File: src/rtl/riscv_pkg.sv
// Shared RV32I core types: fetch FSM states, machine word and the PC step.
package riscv_pkg;

  typedef logic [31:0] word_t;

  localparam word_t PC_INCR = 32'd4;

  typedef enum logic [2:0] {
    BOOT,
    REQ,
    WAIT,
    HOLD,
    TRAP
  } fetch_state_t;

endpackage

File: src/rtl/fetch_sequencer.sv
// Fetch sequencer: PC register, single-outstanding imem request handshake,
// valid/ready hand-off to decode, and branch/jump redirect with stale-fetch
// discard.
// Build option FETCH_MISALIGN_TRAP_EN: misaligned redirect targets enter a
// sticky TRAP state and raise misalign_trap; otherwise bits [1:0] of the
// target are cleared.
module fetch_sequencer
  import riscv_pkg::*;
#(
  parameter word_t       RESET_PC = 32'h0000_0000,
  parameter int unsigned XLEN     = 32
) (
  input  logic            clk,
  input  logic            rst,
  output logic            imem_req,
  output logic [XLEN-1:0] imem_addr,
  input  logic            imem_gnt,
  input  logic            imem_rvalid,
  input  logic [XLEN-1:0] imem_rdata,
  output logic            if_valid,
  output logic [XLEN-1:0] if_instr,
  output logic [XLEN-1:0] if_pc,
  input  logic            id_ready,
`ifdef FETCH_MISALIGN_TRAP_EN
  output logic            misalign_trap,
`endif
  input  logic            redirect_valid,
  input  logic [XLEN-1:0] redirect_target
);

  fetch_state_t state, state_n;
  word_t        pc, pc_n;
  word_t        req_pc, req_pc_n;
  logic         discard, discard_n;
  logic         valid_q, valid_n;
  word_t        instr_q, instr_n;
  word_t        ipc_q, ipc_n;
  word_t        target;
`ifdef FETCH_MISALIGN_TRAP_EN
  logic         trap_q, trap_n;
  logic         misaligned;
`endif

  // Redirect target as it will be fetched
`ifdef FETCH_MISALIGN_TRAP_EN
  assign target     = redirect_target;
  assign misaligned = |redirect_target[1:0];
`else
  assign target     = redirect_target & ~word_t'(3);
`endif

  // State register and datapath registers
  always_ff @(posedge clk or posedge rst) begin
    if (rst) begin
      state   <= BOOT;
      pc      <= RESET_PC;
      req_pc  <= '0;
      discard <= 1'b0;
      valid_q <= 1'b0;
      instr_q <= '0;
      ipc_q   <= '0;
`ifdef FETCH_MISALIGN_TRAP_EN
      trap_q  <= 1'b0;
`endif
    end else begin
      state   <= state_n;
      pc      <= pc_n;
      req_pc  <= req_pc_n;
      discard <= discard_n;
      valid_q <= valid_n;
      instr_q <= instr_n;
      ipc_q   <= ipc_n;
`ifdef FETCH_MISALIGN_TRAP_EN
      trap_q  <= trap_n;
`endif
    end
  end

  // Next-state, next-PC and output-register logic; redirect takes priority
  always_comb begin
    state_n   = state;
    pc_n      = pc;
    req_pc_n  = req_pc;
    discard_n = discard;
    valid_n   = valid_q;
    instr_n   = instr_q;
    ipc_n     = ipc_q;
`ifdef FETCH_MISALIGN_TRAP_EN
    trap_n    = trap_q;
`endif
    case (state)
      BOOT: state_n = REQ;
      REQ: begin
        if (redirect_valid) begin
          pc_n = target;
          if (imem_gnt) begin
            state_n   = WAIT;
            req_pc_n  = pc;
            discard_n = 1'b1;
          end
        end else if (imem_gnt) begin
          state_n  = WAIT;
          req_pc_n = pc;
        end
      end
      WAIT: begin
        if (redirect_valid) begin
          pc_n = target;
          if (imem_rvalid) begin
            state_n   = REQ;
            discard_n = 1'b0;
          end else begin
            discard_n = 1'b1;
          end
        end else if (imem_rvalid) begin
          if (discard) begin
            state_n   = REQ;
            discard_n = 1'b0;
          end else begin
            state_n = HOLD;
            valid_n = 1'b1;
            instr_n = imem_rdata;
            ipc_n   = req_pc;
          end
        end
      end
      HOLD: begin
        if (redirect_valid) begin
          state_n = REQ;
          valid_n = 1'b0;
          pc_n    = target;
        end else if (id_ready) begin
          state_n = REQ;
          valid_n = 1'b0;
          pc_n    = ipc_q + PC_INCR;
        end
      end
      TRAP: ;
      default: state_n = BOOT;
    endcase
`ifdef FETCH_MISALIGN_TRAP_EN
    // A misaligned redirect overrides whatever the state case chose above.
    if (redirect_valid && misaligned && (state inside {REQ, WAIT, HOLD})) begin
      state_n   = TRAP;
      pc_n      = redirect_target;
      valid_n   = 1'b0;
      discard_n = 1'b0;
      trap_n    = 1'b1;
    end
`endif
  end

  assign imem_req  = (state == REQ);
  assign imem_addr = pc;
  assign if_valid  = valid_q;
  assign if_instr  = instr_q;
  assign if_pc     = ipc_q;
`ifdef FETCH_MISALIGN_TRAP_EN
  assign misalign_trap = trap_q;
`endif

endmodule

File: config.mk
export PLATFORM = sky130hd
export DESIGN_NAME = fetch_sequencer
export DESIGN_NICKNAME = d
export VERILOG_FILES = /design/src/rtl/riscv_pkg.sv /design/src/rtl/fetch_sequencer.sv
export SDC_FILE = /design/constraint.sdc
export NUM_CORES = 1
export LEC_CHECK = 0
export BUFFER_PORTS_ARGS = -buffer_cell sky130_fd_sc_hd__buf_2
export CORE_MARGIN = 2
export CORE_UTILIZATION = 47
export CTS_CLUSTER_DIAMETER = 30
export DETAILED_ROUTE_END_ITERATION = 10
export PLACE_DENSITY = 0.76
export SLEW_MARGIN = 20
export SYNTH_ARGS = -nofsm -noshare
export SYNTH_HDL_FRONTEND = slang
export SYNTH_SLANG_ARGS = --single-unit
File: constraint.sdc
create_clock -name clk -period 4.35 [get_ports clk]
set_clock_uncertainty 0.2 [all_clocks]
set_input_delay 0.435 -clock clk [delete_from_list [all_inputs] [get_ports clk]]
set_output_delay 0.435 -clock clk [all_outputs]
set_load 0.01 [all_outputs]
==> results of run 1 <==
final timing paths:
| check | start | end | slack (ns) |
|---|---|---|---|
| max | state[0] | imem_addr[19] | 1.50 |
| min | rst | if_instr[28] | -0.005 |
| max reg2reg | state[0] | imem_addr[19] | 1.50 |
| min reg2reg | imem_addr[0] | imem_addr[0] | 0.30 |
| max in group asynchronous | rst | if_pc[16] | 3.34 |
| min in group clk | imem_rdata[20] | if_instr[20] | 0.04 |
state kept, by name, indices dropped and copies added (netlist names):
register   cells
req_pc        32
state          2
imem_addr     32
discard        1
if_pc         32
if_instr      32
if_valid       1
metal layers:
layer  up-vias  track usage, %  wire length, µm
li1       2038               -                -
met1      2174            28.5             5970
met3        23            7.01              884
met5         -               0                0
met4         0            9.37              274
met2       145            37.3             7190
power groups by stage:
stage | Clock [mW] | Combinational (mW) | Sequential [mW]
2_1_floorplan | 0 | 0.964 | 2.25
3_3_place_gp | 0 | 1.73 | 2.12
3_5_place_dp | 0 | 1.78 | 2.17
4_1_cts | 1.42 | 1.79 | 2.15
5_1_grt | 1.47 | 1.94 | 2.23
6_report | 1.40 | 1.77 | 2.16
worst register-to-register path: stages, from the launching register on:
cell	delay [ns]
dfrtp_1	0.40
ha_1	0.21
inv_1	0.06
nor2_1	0.60
nand2_1	0.75
a211oi_1	0.41
nor3_1	0.10
per-stage QoR:
stage               power (mW)  hold WS (ns)
finish                    5.32      -0.00517
global route              5.64        0.0335
CTS                       5.36        0.0244
detailed placement        3.95         0.276
global placement          3.85         0.262
floorplan                 3.21         0.244
cells in the mapped netlist (all sizes together), types with 3 or more instances:
| cell type | number |
|---|---|
| a21oi | 14 |
| nor4 | 4 |
| mux2 | 95 |
| and3 | 7 |
| o22ai | 6 |
| nand3 | 31 |
| buf | 12 |
| o211ai | 15 |
| dfrtp | 132 |
| clkbuf | 12 |
| xnor2 | 10 |
| inv | 9 |
| nor3 | 5 |
| nand4 | 10 |
| xor2 | 17 |
| nand2b | 3 |
| ha | 5 |
| nor2 | 24 |
| nand2 | 37 |
| and2 | 4 |
| o21ai | 17 |
final cells by class:
class | count | area [µm²]
Multi-Input combinational cell | 314 | 2430
Fill cell | 990 | 4690
Inverter | 9 | 41.3
Clock inverter | 9 | 103
Timing Repair Buffer | 170 | 863
Tap cell | 168 | 210
Clock buffer | 23 | 478
Sequential cell | 132 | 3300
kinds of logic after synthesis:
kind of cell | after synthesis | share of synthesized area (%)
flip-flops | 132 | 56.3
AND/OR/NAND/NOR | 129 | 11.9
multiplexers | 95 | 18.2
AO/OA/AOI/OAI | 58 | 6.06
buffers and inverters | 33 | 2.39
XOR/XNOR | 27 | 4.03
adder cells (fa/ha/maj) | 5 | 1.07
==> flow_summary.ini, run 1 <==
[sta]
setup_tns_ns = 0
maxSlewHeadroom_pct = 38.8
holdWs_ns = -0.00517
min_period_ns = 2.85
max_clock_freq_mhz = 351
setup_slack_ns = 1.50
setup_viol = 0
tightest_slew_ns = 0.918
min_period_over_period_pct = 65.5
rsz0062_at_grt = no
maxSlewViolCount = 0
hold_viol_final = 2

[synth]
synth_seq_cells = 132
syn_area_per_cell_um2 = 12.2
yosysTopAreaCellShare_pct = 56.3
synth_area_um2 = 5860
synth-edff-count = 0
synth_area_leader_cell = dfrtp_1
synthTopCellsByArea = dfrtp_1 56%, mux2_2 18%, nand3_1 2.6%
synthArstFlopShare_pct = 100
synth_cell_types = 39
synth-seq-area-share_pct = 56.3
synth_top_flop_cell = dfrtp_1
synthCells = 479
syn-num-nets = 554
synth_warnings = 0

[cells_and_area]
final_util_pct = 61.3
layout_commonest_cell = buf_2
mostFrequentLayoutCells = 165 x buf_2, 132 x dfrtp_1, 95 x mux2_2
final_cell_count_no_fill = 825
syn2layout_area_growth_pct = 26.6
antennaDiodeCount = 0
drive_gt1_share_pct = 46.9
final_nets = 719
final_area_um2 = 7420

[critical_path]
worstPathArrival_ns = 2.94
critPathSlowestCell = nand2_1
cpPeakStageDelay_ns = 0.75
required_ns = 4.44
crit_family = simple AND/OR/NAND/NOR gates
path_class = flop to flop
ff2ff_path_depth = 6
end_kind = flop
start_kind = flop
critPathBufInv = 1
cp_num_cells = 6
cp_cell_sequence = ha_1 -> inv_1 -> nor2_1 -> nand2_1 -> a211oi_1 -> nor3_1
crit_fanout = 21

[route]
vias = 4380
first_iter_violations = 358
wl_mm = 14.3
detail-route-antenna-nets = 0
drc_errors = 0
vias_per_cell = 5.31
routedWlPerCell_um = 17.4
first_pass_iters = 4

[global_route]
antenna_found_initial = 0
track_usage_pct = 22.9
grt_overflow = 0
grt_max_degree = 133
grt_pass1_vias = 4593
grt_first_pass_wirelength_mm = 23.2

[pwr]
comb_power_share_pct = 33.2
switchingPower_mw = 1.87
clkPwrFrac_pct = 26.2
seq_power_share_pct = 40.5
peakVddDrop_uv = 372
cellLeakagePower_nw = 3.79
p_int_mw = 3.45
p_sw_share_pct = 35.2
power_density_nw_per_um2 = 717

[clock_network]
clock-sinks = 132
cts_tree = done
htreeDepth = 4
post_cts.repair.setup_buffers = 0
cts_root_buf = clkbuf_16
numCtsBuffers = 17
hold_buffers = 0
cts_resized = 0
clkTransAtPathRegs_ns = 0.06
cts_buffer_depth = 2
clk_latency_ns = 0.42

[floorplanning]
io_pins = 168
rows = 40
die_h_um = 116
core_um2 = 12100
initial_core_util_pct = 48.4
dieArea_um2 = 13400
die_w_um = 116

[placed_design]
dpl_cell_area_um2 = 6840
post-dp-hpwl_mm = 9.83
gp_congestion = 0.799
dp.cells = 793
dp_slack_ns = 1.53
port_buffers = 165

[job]
drv.max_cap_violation_count = 0

[outcome]
status = finished, violations left
violations = hold timing

[hold_path]
hold_path_class = input pin to async pin
Power figures use the tool's default switching activity.
==> run 2, diff against run 1 <==
--- a/config.mk
+++ b/config.mk
@@ -7,10 +7,10 @@
 export LEC_CHECK = 0
 export BUFFER_PORTS_ARGS = -buffer_cell sky130_fd_sc_hd__buf_2
 export CORE_MARGIN = 2
-export CORE_UTILIZATION = 47
+export CORE_UTILIZATION = 52
 export CTS_CLUSTER_DIAMETER = 30
 export DETAILED_ROUTE_END_ITERATION = 10
-export PLACE_DENSITY = 0.76
+export PLACE_DENSITY = 0.8
 export SLEW_MARGIN = 20
 export SYNTH_ARGS = -nofsm -noshare
 export SYNTH_HDL_FRONTEND = slang
==> constraint.sdc (replaced) <==
create_clock -name clk -period 2.7 [get_ports clk]
set_clock_uncertainty 0.2 [all_clocks]
set_input_delay 0.27 -clock clk [delete_from_list [all_inputs] [get_ports clk]]
set_output_delay 0.27 -clock clk [all_outputs]
set_load 0.01 [all_outputs]
==> run 2 against run 1 <==
  * The run now ends clean
  * Via count grew 8.5%
  * Clock power grew 76%
  * Combinational power grew 68%
  * Core utilization grew 13 points
  * Hold slack gained 0.022 ns
  * Cell count grew 4.8%
  * Largest power group unchanged
  * Highest routed layer unchanged
==> flow_summary.ini, run 2 (synthesis gave the netlist of run 1 again) <==
[floorplanning]
dieArea_um2 = 12100
die_w_um = 110
core_um2 = 10900
rows = 38
io_pins = 168
die_h_um = 110
initial_core_util_pct = 53.6

[cells_and_area]
final_area_um2 = 8130
syn2layout_area_growth_pct = 38.6
mostFrequentLayoutCells = 165 x buf_2, 132 x dfrtp_1, 95 x mux2_2
drive_gt1_share_pct = 43.2
layout_commonest_cell = buf_2
antennaDiodeCount = 0
multi_input_area_um2 = 2420
final_util_pct = 74.3
fillers = 736
final_nets = 788
regArea_um2 = 3300

[placed_design]
dpl_cell_area_um2 = 6860
port_buffers = 165
dp_slack_ns = 0.551
gp_congestion = 0.812
post-dp-hpwl_mm = 9.73

[critical_path]
required_ns = 2.78
critPathLaunch = if_pc[2]
ff2ff_path_depth = 6
crit_fanout = 7
setup.worst_path.end = imem_addr[28]
regToRegSetupSlack_ns = 0.54
r2r_start = if_pc[2]
worstPathArrival_ns = 2.24
critPathSlowestCell = or4_4
cpPeakStageDelay_ns = 0.55
end_kind = flop
cp_cell_sequence = ha_1 -> inv_1 -> or4_4 -> nand3b_4 -> xor2_1 -> o211ai_2
path_class = flop to flop
r2r_end = imem_addr[28]
start_kind = flop

[hold_path]
hold_path_class = input pin to flop

[pwr]
peakVddDrop_uv = 638
cellLeakagePower_nw = 4.09
power_density_nw_per_um2 = 1100

[sta]
maxSlewViolCount = 0
setup_viol = 0
setup_tns_ns = 0
hold_viol_final = 0
maxSlewHeadroom_pct = 49.4
tightest_slew_ns = 0.760
setup_slack_ns = 0.536
rsz0062_at_grt = no
min_period_over_period_pct = 80.1
min_period_ns = 2.16
max_clock_freq_mhz = 462

[job]
drv.max_cap_violation_count = 0

[clock_network]
clkTransAtPathRegs_ns = 0.06
cts_tree = done
cts_root_buf = clkbuf_16
cts_resized = 0
htreeDepth = 4
clk_latency_ns = 0.41
clock-sinks = 132
cts_buffer_depth = 2
numCtsBuffers = 17

[route]
detail-route-antenna-nets = 0
vias = 4753
first_iter_violations = 381
first_pass_iters = 5
drc_errors = 0
vias_per_cell = 5.49
wl_mm = 15.5
routedWlPerCell_um = 18.0

[global_route]
track_usage_pct = 26.6
grt_overflow = 0
grt_first_pass_wirelength_mm = 24.2
grt_pass1_vias = 4853
antenna_found_initial = 0
grt_max_degree = 133

[outcome]
status = finished, final reports clean
## run 2: changes by cell type in the layout (fill, tap and decap cells not counted), sizes merged
cell,before,now
dlygate4sd3,0,63
buf,170,176
clkinv,7,1
clkinvlp,0,4
bufinv,2,4
inv,9,8
## run 2: cell type report
class / instances / area share [%]
Clock buffer: 23 / 6.00
Clock inverter: 8 / 1.82
Inverter: 9 / 0.462
Multi-Input combinational cell: 314 / 29.8
Sequential cell: 132 / 40.6
Tap cell: 140 / 2.16
Timing Repair Buffer: 239 / 19.1
## run 2: worst min path at each step
stage | from | end | slack [ns] | depth (start not counted)
after floorplan | redirect_target[3] | imem_addr[3] | 0.22 | 2
after global placement | req_pc[15] | if_pc[15] | 0.25 | 2
after detailed placement | req_pc[15] | if_pc[15] | 0.27 | 2
after CTS | redirect_target[31] | imem_addr[31] | 0.003 | 3
after global routing | redirect_target[31] | imem_addr[31] | 0.03 | 3
final | redirect_target[31] | imem_addr[31] | 0.02 | 3
## run 2: per-stage QoR
step | power (mW) | instances | hold slack (ns)
global route | 9.45 | 865 | 0.0288
CTS | 8.96 | 865 | 0.00291
global placement | 6.21 | 771 | 0.253
finish | 8.95 | 865 | 0.0168
detailed placement | 6.39 | 771 | 0.270
floorplan | 5.18 | 479 | 0.220
## run 2: where the power goes
group | internal, mW | switching (mW) | leakage, nW
clock | 1.64 | 0.834 | 0.301
sequential | 2.81 | 0.691 | 1.71
combinational | 1.43 | 1.56 | 2.09
total | 5.87 | 3.08 | 4.09
## run 2: metal layers
layer  GRT usage (%)  wire length, µm
met5               0                0
met3            8.00             1080
met2            44.6             7830
met4            10.4              323
met1            32.3             6310
## run 2: timing repair
| action | in CTS | in global routing |
|---|---|---|
| hold endpoints to repair | 194 | 0 |
| buffers inserted | 0 | 0 |
| hold buffers | 63 | 0 |
## run 2: worst max-delay path, delay by kind of cell (launching register included)
| family | cells | cell delay (ns) |
|---|---|---|
| xor+xnor | 1 | 0.18 |
| compound gates | 1 | 0.08 |
| simple gates | 2 | 0.72 |
| fa+ha+maj | 1 | 0.29 |
| buf+inv | 1 | 0.10 |
| flops | 1 | 0.46 |
